`src/rtl/lcd1602_pkg.sv`:
```
// Shared constants, FSM state type and init ROM for the 1602 LCD bus blocks.
package lcd1602_pkg;

    // HD44780 command bytes used by the init sequence and long-command detection
    localparam logic [7:0] MODE_SET  = 8'h38;
    localparam logic [7:0] DISP_ON   = 8'h0C;
    localparam logic [7:0] ENTRY_INC = 8'h06;
    localparam logic [7:0] CLEAR     = 8'h01;
    localparam logic [7:0] HOME      = 8'h02;

    localparam int unsigned INIT_DEPTH = 4;
    localparam int unsigned INIT_IDX_W = $clog2(INIT_DEPTH);

    typedef enum logic [2:0] {
        StPwr,
        StIdle,
        StSetup,
        StEnHi,
        StEnLo,
        StWait
    } state_e;

    function automatic logic [7:0] init_rom(input logic [INIT_IDX_W-1:0] idx);
        logic [7:0] cmd;
        case (idx)
            2'd0:    cmd = MODE_SET;
            2'd1:    cmd = DISP_ON;
            2'd2:    cmd = ENTRY_INC;
            default: cmd = CLEAR;
        endcase
        return cmd;
    endfunction

    // Clear and Home need the extended post-strobe wait
    function automatic logic is_long_cmd(input logic rs, input logic [7:0] data);
        return !rs && (data == CLEAR || data == HOME);
    endfunction

endpackage

```
`src/rtl/lcd1602_tick_gen.sv`:
```
// Free-running divider producing a one-cycle tick every TICK_DIV clk cycles.
// rst_n is an asynchronous, active-high reset despite its name.
module lcd1602_tick_gen #(
    parameter int unsigned TICK_DIV = 25000
) (
    input  logic clk,
    input  logic rst_n,
    output logic tick
);

    localparam int unsigned CNT_W = (TICK_DIV > 1) ? $clog2(TICK_DIV) : 1;

    logic [CNT_W-1:0] cnt_q;

    assign tick = (cnt_q == CNT_W'(TICK_DIV - 1));

    // Divider counter, wraps on tick
    always_ff @(posedge clk or posedge rst_n) begin
        if (rst_n) begin
            cnt_q <= '0;
        end else if (tick) begin
            cnt_q <= '0;
        end else begin
            cnt_q <= cnt_q + 1'b1;
        end
    end

endmodule

```
`src/rtl/lcd1602_bus_arbiter.sv`:
```
// Runs the LCD power-on init sequence, then round-robin arbitrates two write
// requesters and serialises each accepted byte into a timed RS/DATA/EN cycle.
// rst_n is an asynchronous, active-high reset despite its name.
module lcd1602_bus_arbiter
    import lcd1602_pkg::*;
#(
    parameter int unsigned TICK_DIV    = 25000,
    parameter int unsigned INIT_TICKS  = 40,
    parameter int unsigned CLEAR_TICKS = 4
) (
    input  logic       clk,
    input  logic       rst_n,
    input  logic       req0_valid,
    input  logic       req0_rs,
    input  logic [7:0] req0_data,
    output logic       req0_ready,
    input  logic       req1_valid,
    input  logic       req1_rs,
    input  logic [7:0] req1_data,
    output logic       req1_ready,
    output logic       init_done,
    output logic       busy,
    output logic       lcd_rs,
    output logic       lcd_rw,
    output logic       lcd_en,
    output logic [7:0] lcd_data
);

    localparam int unsigned PWR_W  = $clog2(INIT_TICKS + 1);
    localparam int unsigned WAIT_W = $clog2(CLEAR_TICKS + 1);

    logic tick;

    state_e                state_q, state_d;
    logic [INIT_IDX_W-1:0] init_idx_q, init_idx_d;
    logic [PWR_W-1:0]      pwr_cnt_q, pwr_cnt_d;
    logic [WAIT_W-1:0]     wait_cnt_q, wait_cnt_d;
    logic                  hold_rs_q, hold_rs_d;
    logic [7:0]            hold_data_q, hold_data_d;
    logic                  prio1_q, prio1_d;  // 1: req1 wins a tie
    logic                  init_done_q, init_done_d;
    logic                  lcd_rs_q, lcd_rs_d;
    logic                  lcd_en_q, lcd_en_d;
    logic [7:0]            lcd_data_q, lcd_data_d;
    logic                  ready0_q, ready0_d;
    logic                  ready1_q, ready1_d;
    logic                  grant1;

    lcd1602_tick_gen #(
        .TICK_DIV (TICK_DIV)
    ) u_tick_gen (
        .clk   (clk),
        .rst_n (rst_n),
        .tick  (tick)
    );

    assign grant1     = req1_valid && (!req0_valid || prio1_q);
    assign busy       = (state_q != StIdle);
    assign init_done  = init_done_q;
    assign lcd_rs     = lcd_rs_q;
    assign lcd_rw     = 1'b0;
    assign lcd_en     = lcd_en_q;
    assign lcd_data   = lcd_data_q;
    assign req0_ready = ready0_q;
    assign req1_ready = ready1_q;

    // State and output registers
    always_ff @(posedge clk or posedge rst_n) begin
        if (rst_n) begin
            state_q     <= StPwr;
            init_idx_q  <= '0;
            pwr_cnt_q   <= '0;
            wait_cnt_q  <= '0;
            hold_rs_q   <= 1'b0;
            hold_data_q <= 8'h00;
            prio1_q     <= 1'b0;
            init_done_q <= 1'b0;
            lcd_rs_q    <= 1'b0;
            lcd_en_q    <= 1'b0;
            lcd_data_q  <= 8'h00;
            ready0_q    <= 1'b0;
            ready1_q    <= 1'b0;
        end else begin
            state_q     <= state_d;
            init_idx_q  <= init_idx_d;
            pwr_cnt_q   <= pwr_cnt_d;
            wait_cnt_q  <= wait_cnt_d;
            hold_rs_q   <= hold_rs_d;
            hold_data_q <= hold_data_d;
            prio1_q     <= prio1_d;
            init_done_q <= init_done_d;
            lcd_rs_q    <= lcd_rs_d;
            lcd_en_q    <= lcd_en_d;
            lcd_data_q  <= lcd_data_d;
            ready0_q    <= ready0_d;
            ready1_q    <= ready1_d;
        end
    end

    // Next-state: init sequencing, arbitration and bus cycle generation
    always_comb begin
        state_d     = state_q;
        init_idx_d  = init_idx_q;
        pwr_cnt_d   = pwr_cnt_q;
        wait_cnt_d  = wait_cnt_q;
        hold_rs_d   = hold_rs_q;
        hold_data_d = hold_data_q;
        prio1_d     = prio1_q;
        init_done_d = init_done_q;
        lcd_rs_d    = lcd_rs_q;
        lcd_en_d    = lcd_en_q;
        lcd_data_d  = lcd_data_q;
        ready0_d    = 1'b0;
        ready1_d    = 1'b0;

        unique case (state_q)
            StPwr: begin
                if (tick) begin
                    if (pwr_cnt_q == PWR_W'(INIT_TICKS - 1)) begin
                        init_idx_d  = '0;
                        hold_rs_d   = 1'b0;
                        hold_data_d = init_rom('0);
                        state_d     = StSetup;
                    end else begin
                        pwr_cnt_d = pwr_cnt_q + 1'b1;
                    end
                end
            end
            StIdle: begin
                // Not tick-gated: accept on any cycle
                if (init_done_q && (req0_valid || req1_valid)) begin
                    if (grant1) begin
                        ready1_d    = 1'b1;
                        hold_rs_d   = req1_rs;
                        hold_data_d = req1_data;
                        prio1_d     = 1'b0;
                    end else begin
                        ready0_d    = 1'b1;
                        hold_rs_d   = req0_rs;
                        hold_data_d = req0_data;
                        prio1_d     = 1'b1;
                    end
                    state_d = StSetup;
                end
            end
            StSetup: begin
                if (tick) begin
                    lcd_rs_d   = hold_rs_q;
                    lcd_data_d = hold_data_q;
                    lcd_en_d   = 1'b0;
                    state_d    = StEnHi;
                end
            end
            StEnHi: begin
                if (tick) begin
                    lcd_en_d = 1'b1;
                    state_d  = StEnLo;
                end
            end
            StEnLo: begin
                if (tick) begin
                    lcd_en_d   = 1'b0;
                    wait_cnt_d = is_long_cmd(hold_rs_q, hold_data_q) ?
                                 WAIT_W'(CLEAR_TICKS) : WAIT_W'(1);
                    state_d    = StWait;
                end
            end
            StWait: begin
                if (tick) begin
                    if (wait_cnt_q <= WAIT_W'(1)) begin
                        wait_cnt_d = '0;
                        if (init_done_q) begin
                            state_d = StIdle;
                        end else if (init_idx_q == INIT_IDX_W'(INIT_DEPTH - 1)) begin
                            init_done_d = 1'b1;
                            state_d     = StIdle;
                        end else begin
                            init_idx_d  = init_idx_q + 1'b1;
                            hold_rs_d   = 1'b0;
                            hold_data_d = init_rom(init_idx_q + 1'b1);
                            state_d     = StSetup;
                        end
                    end else begin
                        wait_cnt_d = wait_cnt_q - 1'b1;
                    end
                end
            end
            default: state_d = StPwr;
        endcase
    end

endmodule

```
`config.mk`:
```
export PLATFORM = sky130hd
export DESIGN_NAME = lcd1602_bus_arbiter
export DESIGN_NICKNAME = d
export VERILOG_FILES = /design/src/rtl/lcd1602_pkg.sv /design/src/rtl/lcd1602_tick_gen.sv /design/src/rtl/lcd1602_bus_arbiter.sv
export SDC_FILE = /design/constraint.sdc
export NUM_CORES = 1
export LEC_CHECK = 0
export ABC_AREA = 1
export CAP_MARGIN = 20
export CORE_MARGIN = 3
export CORE_UTILIZATION = 50
export DETAILED_ROUTE_END_ITERATION = 8
export DONT_BUFFER_PORTS = 1
export GPL_TIMING_DRIVEN = 0
export MAX_ROUTING_LAYER = met4
export SETUP_SLACK_MARGIN = 0.05
export SLEW_MARGIN = 25
export SYNTH_ARGS = -nofsm -noshare
export SYNTH_HDL_FRONTEND = slang
export SYNTH_SLANG_ARGS = --single-unit
```
`constraint.sdc`:
```
create_clock -name clk -period 2.5 [get_ports clk]
set_clock_uncertainty 0.15 [all_clocks]
set_input_delay 0.125 -clock clk [delete_from_list [all_inputs] [get_ports clk]]
set_output_delay 0.125 -clock clk [all_outputs]
set_load 0.03 [all_outputs]
```
After elaboration in Yosys (flattened, before gate mapping). Cells that the tools add are included.

Bits in registers: 52. Logic and storage cells: 122. Output and inout bits: 15. Input port bits: 22.

Magnitude comparators: 1. Add/sub/neg operators: 4. Equality and inequality tests: 24. Reduce and logical (&&, ||, !) cells: 24. Bitwise operators: 1. Mux-type cells: 54.

Operators by type and width (number): $mux W8 (8); $mux W3 (12); $pmux W8 S3 (1); $ne A2 B2 Y1 const B (10); $mux W1 (18); $pmux W3 S6 (1); $pmux W6 S3 (1); $mux W2 (8); $reduce_and A8 Y1 (2); $add A15 B1 Y15 const B (1); $eq A15 B15 Y1 const B (1); $mux W15 (1); $reduce_and A3 Y1 (4); $eq A8 B1 Y1 const B (1); $eq A8 B2 Y1 const B (1); $reduce_and A7 Y1 (1); $add A6 B1 Y6 const B (1); $eq A3 B2 Y1 const B (2); $eq A3 B3 Y1 const B (2); $eq A6 B6 Y1 const B (1); $pmux W3 S2 (1); $reduce_bool A2 Y1 (3); $eq A2 B2 Y1 const B (2); $pmux W2 S2 (1); other kinds (18) (24).

Depth between registers and ports, before layout. Gate-level depths: netlist (run 1).

Depth after elaboration: 8. Gate-level depth with buffers: 11. Mapped depth without buffers: 10.

By module. From an unflattened synthesis (run 1), not the netlist that was laid out.

Cell total of the unflattened synthesis: 400. Area, all modules: 3185.6 um^2.

Modules (own cells, without submodules): lcd1602_bus_arbiter (area an instance 2285.9 um^2, instances 1, cells an instance 272); lcd1602_tick_gen (area an instance 899.6 um^2, instances 1, cells an instance 128).

Worst setup path before layout (run 1). Ideal clock, no wire load.

Path kind: register to register. From: register init_idx_q[0]. To: register hold_data_q[0]. Path slack: 0.717 ns. Stages on the path, launching flop included: 9. Data arrival time: 1.516 ns. Buffers on the path: 0. Required time: 2.234 ns. Cells stage by stage: dfrtp_1 ha_1 or2_2 nand2_1 nand2_1 nor2_4 nand2_4 nand2_1 nand2_1.

Cells in the longest elaborated chain, start to end: 8.

Ends and longest elaborated chain: start: declaration (RTL line lcd1602_bus_arbiter.sv:35) `logic [INIT_IDX_W-1:0] init_idx_q, init_idx_d;`; start signal: assignment (RTL line lcd1602_bus_arbiter.sv:85) `init_idx_q <= init_idx_d;`; $add A2 B1 Y2 (RTL line lcd1602_bus_arbiter.sv:180) `hold_data_d = init_rom(init_idx_q + 1'b1);`; $eq A2 B2 Y1 (tied with other cells) (RTL line lcd1602_pkg.sv:25) `case (idx)`; $pmux W6 S3 (RTL line lcd1602_pkg.sv:25); $mux W8 (RTL line lcd1602_bus_arbiter.sv:174) `end else if (init_idx_q == INIT_IDX_W'(INIT_DEPTH - 1)) begin`; $mux W8 (RTL line lcd1602_bus_arbiter.sv:172) `if (init_done_q) begin`; $mux W8 (RTL line lcd1602_bus_arbiter.sv:170) `if (wait_cnt_q <= WAIT_W'(1)) begin`; $mux W8 (RTL line lcd1602_bus_arbiter.sv:169) `if (tick) begin`; $pmux W8 S3 (RTL line lcd1602_bus_arbiter.sv:116) `unique case (state_q)`; end signal: assignment (RTL line lcd1602_bus_arbiter.sv:89) `hold_data_q <= hold_data_d;`; end: declaration (RTL line lcd1602_bus_arbiter.sv:39) `logic [7:0] hold_data_q, hold_data_d;`.

Several ways; a longest one is shown, not always the timed one. The select of a mux whose other input is x is not followed. A chain may end at the register's enable or synchronous reset.

Worst setup path after layout (run 1).
From: register state_q[1]. To: register hold_data_q[7].

Cells in the longest elaborated chain, start to end: 3.

Ends and longest elaborated chain: start: declaration (RTL line lcd1602_bus_arbiter.sv:34) `state_e state_q, state_d;`; start signal: assignment (RTL line lcd1602_bus_arbiter.sv:70) `state_q <= StPwr;`; start signal: assignment (RTL line lcd1602_bus_arbiter.sv:84) `state_q <= state_d;`; $eq A3 B3 Y1 (tied with other cells) (RTL line lcd1602_bus_arbiter.sv:116); $ne A2 B2 Y1 (no source line) or $reduce_bool A3 Y1 (tied branches); $reduce_and A8 Y1 (no source line).

Several ways; a longest one is shown, not always the timed one.

==> metrics list, run 1 <==
- The hold violation count in the final report is 0.
- The worst setup path is of the flip-flop to flip-flop kind.
- Counting distinct cell types in the post-synthesis netlist gives 29.
- Cell type contributing the most total cell area after synthesis: sky130_fd_sc_hd__dfrtp_1
- Entering global routing, the biggest net connects 53 pins.
- Each instance of the synthesized netlist takes up on average 7.249 µm².
* Row count: 27
- Synthesis produced a netlist with a net count of 451.
- IR analysis of the VDD net gives a maximum drop of 0.0002274 V.
- Antenna diode instance count: 0
* Synth-to-Final Area Change: 8.487%
- During synthesis, Yosys emitted a total of 0 warnings.
- Broken down by cell family, the worst path's largest delay share belongs to buffers and inverters.
* Antenna-violating nets left: 0
- The most used flip-flop cell after synthesis is sky130_fd_sc_hd__dfrtp_1.
* Commonest cells post-synth: sky130_fd_sc_hd__nand2_1, sky130_fd_sc_hd__inv_1, sky130_fd_sc_hd__nor2_1, sky130_fd_sc_hd__dfrtp_1, sky130_fd_sc_hd__nand3_1
* Length in cells of the worst reg-to-reg path: 9
- Worst path arrival time: 2.35 ns
* Net switching power: 0.3357 mW
- Post-route non-filler standard cell count: 508
- Summing all flip-flop and latch instances after layout gives 1301 µm².
- For this configuration, the core starts out at a cell density of 53.45%.
- DR iter-0 viols: 150
* R2R setup slack: 0.27 ns
- Number of buffers created by CTS: 5
- The final layout contains routed wiring with a total length of 6190 µm.
- In this run the worst setup path begins at state_q[1].
- Power share of the combinational group: 2.9%
* Finish-stage setup viols: 0
- Dominant cells by area after synthesis: sky130_fd_sc_hd__dfrtp_1, sky130_fd_sc_hd__nand2_1, sky130_fd_sc_hd__inv_1, sky130_fd_sc_hd__nor2_1, sky130_fd_sc_hd__nand3_1
- The layout has 586 filler cells.
* H-Tree Depth: 2
* Clock slew seen by the registers of the worst setup and hold paths: 0.10 ns
* Fin util: 57.99%
* Die Width: 84.13 µm
- In this run, flip-flops and latches consume 60.3% of the power.
- EDFF count, synth: 0
- The longest clock path from root to sink contains 2 buffers.
- LEAKAGE: 1.694 nW
- Number of top-level design ports: 37
* Number of sinks on the clock net: 52
- Post-CTS Repair Setup Buffers: 0
* Final sum of negative setup slack: 0 ns
- Overall Global Routing Usage: 19.25%
* Portion of total power attributed to the clock network: 36.8%
- Kind of start point of the critical path: flip-flop
- The net count of the finished layout is 465.
- The endpoint identified for the worst register-to-register timing path is hold_data_q[7].
- The path class of the tightest hold or removal check is input pin to flip-flop.
* Int Power: 1.059 mW
- Synthesis produced 421 cells.
- Mean routed wirelength per cell: 12.19 µm
- RePlAce Congestion: 0.8355
- Data on the critical path is required at its endpoint by 2.62 ns.
* Area of the die: 7077 µm²
- Wire length of the first global-routing pass: 10980 µm
- Post-Layout Inst Area: 3311 µm²
- In this run the tightest slew margin relative to its limit is 52.80%.
* Top cell by count, worst path: sky130_fd_sc_hd__nor2_1
- Across the run, the number of max-cap violations was 0.
- Area taken by multi-input logic gates: 1475 µm²
* Number of iterations in the first detailed-routing pass: 4
- Buffers placed on the I/O ports in this run total 0.
- HPWL Detailed: 4662 µm
- For this run, design rule violations remaining after detail routing come to 0.
- Of all nets on the critical path, the largest fanout is 10.
- Worst Tran Pin Value: 0.7027 ns
* Grt total ovfl: 0
- The mapped netlist covers 3052 µm².
- The max-slew violation count is 0.
- In this run the cell area measured after placement is 3144 µm².
- The critical path contains buffers and inverters numbering 3 combined.
- Counting tap cells, the placed design contains a total of 493 instances.
* Longest individual stage delay on the worst path: 0.54 ns
- On the critical path, the stage with the largest delay is an instance of sky130_fd_sc_hd__dlygate4sd3_1.
- Root buffer selected by CTS: sky130_fd_sc_hd__clkbuf_8
- Cells with a size suffix above 1 make up 10.78% of the layout.
- Critical path, cell by cell: inv_1 > nand2_2 > nor2_1 > buf_2 > o21ai_0 > nor2_1 > dlygate4sd3_1 > nand3_1 > nand2_1
* Die H: 84.13 µm
- TritonCTS clock tree: done
- Unrepaired setup endpoints after global routing: false
* Result of the run: completed
- The initial antenna violation count is 0.
- Timing would allow up to 0.4484 GHz.
* P per Cell Area: 421.2 nW/µm²
- The final critical path takes up 89.22% of the cycle.
* Nature of the critical path endpoint: flip-flop
- Period minus WS final: 2.230 ns
* Most numerous cell in the Yosys netlist: sky130_fd_sc_hd__nand2_1
- The synthesized design devotes to its leading area cell type 42.64% of total area.
- Insertion delay to the later sink of the worst-skew pair: 0.32 ns
- Flip-flop and latch count after synthesis: 52
- Via count of the routed design: 2521
* Logic depth of the worst setup path including buffers: 9
- Hold is met by 0.003149 ns.
- Of the synthesized area, sequential elements account for 42.64%.
- The core region is 5709 µm².
* Vias in the first global route: 2374
* Vias per Instance: 4.963
- Post-synthesis async set-or-reset flop share: 100.0%
- Capturing element of the worst setup path: hold_data_q[7]
- Switching fraction of total power: 24.07%
- Launch instance of the worst register-to-register path: state_q[1]
layer usage:
| metal | vias to the layer above | wire length [µm] | global-route usage, % |
|---|---|---|---|
| met2 | 42 | 2602 | 27.19 |
| li1 | 1329 | - | - |
| met4 | 0 | 99 | 5.556 |
| met5 | - | 0 | - |
| met1 | 1142 | 3236 | 27.91 |
| met3 | 8 | 251 | 3.850 |
sequential cells by signal, summed over array words and instances (netlist names):
name              cells
u_tick_gen.cnt_q     15
hold_data_q           8
lcd_data              8
pwr_cnt_q             6
state_q               3
wait_cnt_q            3
init_idx_q            2
hold_rs_q             1
init_done             1
lcd_en                1
lcd_rs                1
prio1_q               1
req0_ready            1
req1_ready            1
cell usage in the layout (no fill, tap or decap), drive strengths merged, types with 4 or more instances in the layout:
master / n
a21oi: 8
buf: 4
clkbuf: 6
dfrtp: 52
dlygate4sd3: 7
ha: 8
inv: 65
nand2: 127
nand3: 38
nand4: 4
nor2: 64
nor3: 8
o21ai: 25
xor2: 8
worst min-delay path, delay by kind of cell:
family | cells | cell delay (ns)
and+or+nand+nor | 3 | 0.25
AOI/OAI and AO/OA | 1 | 0.07
worst min path at each step:
stage	from	end	slack, ns	depth (start not counted)
after global routing	req1_data[6]	hold_data_q[6]	0.03	4
final	req1_data[6]	hold_data_q[6]	0.003	4
after detailed placement	rst_n	lcd_data[1]	-0.01	1
after global placement	req0_data[7]	hold_data_q[7]	0.28	4
after CTS	req1_data[6]	hold_data_q[6]	0.0004	4
after floorplan	req0_data[6]	hold_data_q[6]	0.25	4
timing repair:
action,CTS,global route
hold endpoints to repair,57,0
gates resized for setup,0,0
hold buffers,7,0
per-stage QoR:
| step | worst slack [ns] | power, mW |
|---|---|---|
| 2_1_floorplan | 0.7173 | 0.8838 |
| 3_3_place_gp | 0.3686 | 0.8907 |
| 3_5_place_dp | 0.5349 | 0.8912 |
| 4_1_cts | 0.2768 | 1.410 |
| 5_1_grt | 0.05795 | 1.446 |
| 6_report | 0.2696 | 1.395 |
kinds of logic (layout without fill, tap and decap cells):
| logic type | Yosys count | after routing | share of synthesized area, % |
|---|---|---|---|
| AND/OR/NAND/NOR | 247 | 247 | 35.42 |
| adder cells (fa/ha/maj) | 8 | 8 | 3.280 |
| AO/OA/AOI/OAI | 36 | 36 | 7.217 |
| buffers and inverters | 69 | 84 | 9.020 |
| XOR/XNOR | 8 | 8 | 2.296 |
| other | 1 | 1 | 0.1229 |
| flip-flops | 52 | 52 | 42.64 |
power by group through the flow:
stage | Clock (mW) | Sequential, mW | Combinational, mW
6_report | 0.513 | 0.840 | 0.0409
5_1_grt | 0.557 | 0.841 | 0.0479
4_1_cts | 0.528 | 0.840 | 0.0421
3_5_place_dp | 0 | 0.857 | 0.0342
3_3_place_gp | 0 | 0.857 | 0.0336
2_1_floorplan | 0 | 0.857 | 0.0267
final cells by class:
| type | count | area share [%] |
|---|---|---|
| multi-input cells | 300 | 44.56 |
| flip-flops and latches | 52 | 39.30 |
| inverters | 64 | 7.332 |
| well taps | 72 | 2.721 |
| repair buffers | 7 | 2.116 |
| clock buffers | 5 | 2.079 |
| plain buffers | 5 | 1.058 |
| clock inverters | 3 | 0.8314 |
No activity file was read; power rests on OpenSTA's default activity.
==> inputs of run 2 (changes only) <==
ABC_AREA = 0   (was 1)
==> metrics list, run 2 <==
* Sequential fraction of the synthesis area: 48.19% (was 42.64%)
* Register ranked first by flip-flop count: u_tick_gen.cnt_q (unchanged)
- Cell type contributing the most total cell area after synthesis: sky130_fd_sc_hd__dfrtp_1 (unchanged)
- The TritonCTS clock tree was done (unchanged).
* Number of hold-slack violations in the final timing report: 0 (unchanged)
* Number of iterations in the first detailed-routing pass: 4 (unchanged)
- Worst Tran Pin Value: 0.6476 ns (was 0.7027 ns)
- Unrepaired setup endpoints after global routing: true (was false)
* Highest clock frequency the design can meet: 0.4225 GHz (was 0.4484 GHz)
- The final worst hold slack was 0.01230 ns (was 0.003149 ns).
* Path type of the worst min-delay path: input pin to flip-flop (unchanged)
* Finish-stage setup viols: 0 (unchanged)
- The portion of the clock cycle consumed by the worst path in the final layout is 94.67% (was 89.22%).
- The share of cells above drive strength 1 was 12.81% (was 10.78%).
- Portion of synthesized cell area occupied by the leading cell type: 48.19% (was 42.64%)
- Category of the critical setup timing path: flip-flop to flip-flop (unchanged)
- The width of the die was 79.49 µm (was 84.13 µm).
* Required @ worst endpoint: 2.55 ns (was 2.62 ns)
* Wire length of the first global-routing pass: 8970 µm (was 10980 µm)
- Dominant cells by area after synthesis: sky130_fd_sc_hd__dfrtp_1, sky130_fd_sc_hd__ha_1, sky130_fd_sc_hd__nand2_1, sky130_fd_sc_hd__xor2_1, sky130_fd_sc_hd__nand3_1 (was sky130_fd_sc_hd__dfrtp_1, sky130_fd_sc_hd__nand2_1, sky130_fd_sc_hd__inv_1, sky130_fd_sc_hd__nor2_1, sky130_fd_sc_hd__nand3_1)
- The number of nets produced by synthesis was 293 (was 451).
- The H-tree depth reported by CTS is 2 (unchanged).
- The flip-flop count of the largest register after layout is 15 (unchanged).
* Bufs and invs on worst path: 2 (was 3)
* Max Transition Viols Final: 0 (unchanged)
* HPWL Detailed: 3739 µm (was 4662 µm)
* Port Buffers: 0 (unchanged)
- Gate count of the mapped netlist: 263 (was 421)
* Synth-to-Final Area Change: 12.23% (was 8.487%)
- Period minus WS final: 2.367 ns (was 2.230 ns)
- Root buffer selected by CTS: sky130_fd_sc_hd__clkbuf_8 (unchanged)
* Initial standard-cell utilization of the core: 52.20% (was 53.45%)
- Critical path, cell by cell: or3_1 > nor4_4 > buf_4 > nand4_1 > buf_2 > mux2_1 (was inv_1 > nand2_2 > nor2_1 > buf_2 > o21ai_0 > nor2_1 > dlygate4sd3_1 > nand3_1 > nand2_1)
- Vias per Instance: 5.667 (was 4.963)
- The top-level I/O count was 37 (unchanged).
- The flip-flop cell with the highest count after synthesis is sky130_fd_sc_hd__dfrtp_1 (unchanged).
- Mean routed wirelength per cell: 15.45 µm (was 12.19 µm)
- Antenna violations before repair: 0 (unchanged)
- The final antenna diode count came to 0 (unchanged).
- Commonest cells post-synth: sky130_fd_sc_hd__dfrtp_1, sky130_fd_sc_hd__nand2_1, sky130_fd_sc_hd__nor2_1, sky130_fd_sc_hd__nand3_1, sky130_fd_sc_hd__o21ai_0 (was sky130_fd_sc_hd__nand2_1, sky130_fd_sc_hd__inv_1, sky130_fd_sc_hd__nor2_1, sky130_fd_sc_hd__dfrtp_1, sky130_fd_sc_hd__nand3_1)
- EDFF count, synth: 0 (unchanged)
- The most common cell in the netlist was sky130_fd_sc_hd__dfrtp_1 (was sky130_fd_sc_hd__nand2_1).
- Nature of the critical path endpoint: flip-flop (unchanged)
- The number of global-route vias before repair is 1895 (was 2374).
* Clock slew seen by the registers of the worst setup and hold paths: 0.10 ns (about the same)
- Number of synthesis warnings: 0 (unchanged)
- Result of the run: completed (unchanged).
- Post-synthesis async set-or-reset flop share: 100.0% (unchanged)
- The most common cell after layout, fill and taps aside is sky130_fd_sc_hd__dfrtp_1 (was sky130_fd_sc_hd__nand2_1).
- Leading cell types in the layout, fill and taps excluded: sky130_fd_sc_hd__dfrtp_1, sky130_fd_sc_hd__nand2_1, sky130_fd_sc_hd__nor2_1 (was sky130_fd_sc_hd__nand2_1, sky130_fd_sc_hd__inv_1, sky130_fd_sc_hd__nor2_1).
- Number of buffers created by CTS: 5 (unchanged)
- The number of placed instances with taps included came to 333 (was 493).
- The max-capacitance violation count came to 0 (unchanged).
* Post-route non-filler standard cell count: 351 (was 508)
- The total overflow reported by the global router came to 0 (unchanged).
* Via count of the routed design: 1989 (was 2521)
- The final antenna-violating net count came to 0 (unchanged).
- The final weighted congestion of routability-driven global placement came to 0.8412 (was 0.8355).
- Worst IR drop on VDD: 0.0002930 V (was 0.0002274 V)
- Row count: 26 (was 27)
* Flip-flop and latch count after synthesis: 52 (unchanged)
- The number of filler instances in the final layout came to 451 (was 586).
- The ratio of total power to cell area is 457.9 nW/µm² (was 421.2 nW/µm²).
- Dominant delay contributor by cell family on the critical path: simple AND/OR/NAND/NOR gates (was buffers and inverters)
- The placeable core region came to 5172 µm² (was 5709 µm²).
- The maximum cell stage delay along the critical path came to 0.44 ns (was 0.54 ns).
* Die H: 79.49 µm (was 84.13 µm)
- The data arrival at the endpoint of the critical path came to 2.42 ns (was 2.35 ns).
* Maximum net fanout on the critical path: 10 (unchanged)
* Number of sinks on the clock net: 52 (unchanged)
- The leakage power summed over all cells is 1.354 nW (was 1.694 nW).
- The clock latency at the later pin of the worst-skew pair is 0.31 ns (was 0.32 ns).
* Number of distinct library cells after synthesis: 54 (was 29)
- Kind of start point of the critical path: flip-flop (unchanged)
* DR iter-0 viols: 83 (was 150)
- The maximum buffer depth of the clock tree is 2 (unchanged).
- The pin count of the biggest net entering global routing is 53 (unchanged).
* Net count of the finished layout: 310 (was 465)
- The residual DRC count is 0 (unchanged).
- Post-synth design cell area: 2700 µm² (was 3052 µm²)
* Normalized max-slew margin: 56.83% (was 52.80%)
* Cell with the largest stage delay on the worst path: sky130_fd_sc_hd__or3_1 (was sky130_fd_sc_hd__dlygate4sd3_1)
* Average cell area after synthesis: 10.27 µm² (was 7.249 µm²)
* Overall Global Routing Usage: 18.58% (was 19.25%)
- Area of the die: 6318 µm² (was 7077 µm²)
- Routed wire length: 5422 µm (was 6190 µm)
run 2: cell types whose count changed after synthesis, sizes merged, moves of 4 or more:
cell,previous run,this run
a21oi,8,12
clkbuf,1,7
inv,64,10
mux2,0,12
mux2i,0,6
nand2,127,24
nand3,38,16
nor2,64,21
o21ai,25,13
xnor2,0,8
run 2: cells by family after synthesis:
group	count (synthesis)	synth area share [%]
adders and majority gates	8	3.707
AOI/OAI and AO/OA	50	12.09
xor gates and xnor gates	18	5.839
and+or+nand+nor	95	19.09
other	1	0.1389
DFF	52	48.19
muxes	18	7.785
buffers and inverters	21	3.151
run 2: worst paths after layout:
kind | slack, ns | to | cells past startpoint | from
worst max register to register | 0.13 | lcd_data[4] | 6 | u_tick_gen.cnt_q[10]
worst max-delay path | 0.13 | lcd_data[4] | 6 | u_tick_gen.cnt_q[10]
max in group asynchronous | 1.54 | u_tick_gen.cnt_q[8] | 2 | rst_n
min in group asynchronous | 0.22 | u_tick_gen.cnt_q[0] | 2 | rst_n
worst min-delay path | 0.01 | hold_data_q[5] | 3 | req1_data[5]
worst min register to register | 0.32 | u_tick_gen.cnt_q[0] | 1 | u_tick_gen.cnt_q[0]
run 2: power breakdown:
group / switching, mW / internal (mW) / total (mW)
clock network: 0.295 / 0.201 / 0.496
registers: 0 / 0.840 / 0.840
logic: 0.0325 / 0.0184 / 0.0509
run 2: per-stage QoR:
stage | utilization [%] | TNS (ns) | total power, mW | cell area (µm²) | setup WS, ns
floorplan | - | 0 | 0.8887 | 2700 | 0.2108
finish | 58.59 | 0 | 1.388 | 3030 | 0.1332
detailed placement | 53.94 | -0.9302 | 0.8978 | 2790 | -0.1321
CTS | 57.86 | 0 | 1.404 | 2993 | 0.06150
global placement | 53.89 | -0.7531 | 0.8970 | 2788 | -0.1402
global route | 58.59 | 0 | 1.430 | 3030 | 0.03008
run 2: worst min-delay path: cells and delay by family:
kind,cells,cell delay [ns]
mux,1,0.05
compound gates,2,0.26
run 2: area by class of cell:
type	instances	area [µm²]	area share, %
Inverter	11	43.79	1.445
Buffer	10	50.05	1.652
Sequential cell	52	1301	42.94
Clock buffer	5	68.82	2.271
Timing Repair Buffer	10	107.6	3.551
Tap cell	70	87.58	2.890
Clock inverter	3	22.52	0.7432
Multi-Input combinational cell	190	1349	44.51
run 2: what timing repair did:
action	4_1_cts	5_1_grt
setup buffers	1	1
hold buffers	8	0
endpoints found under the hold margin	57	0
resized for setup	4	9
pin swaps	1	2
setup endpoints to repair	19	25
run 2: layer usage:
layer / vias to the layer above / wire (µm) / GRT usage, % / part of all wire (%)
li1: 969 / - / - / -
met4: 0 / 64 / 5.155 / 1.2
met3: 7 / 222 / 3.950 / 4.1
met5: - / 0 / - / 0
met1: 976 / 2610 / 24.51 / 48
met2: 37 / 2523 / 29.13 / 47
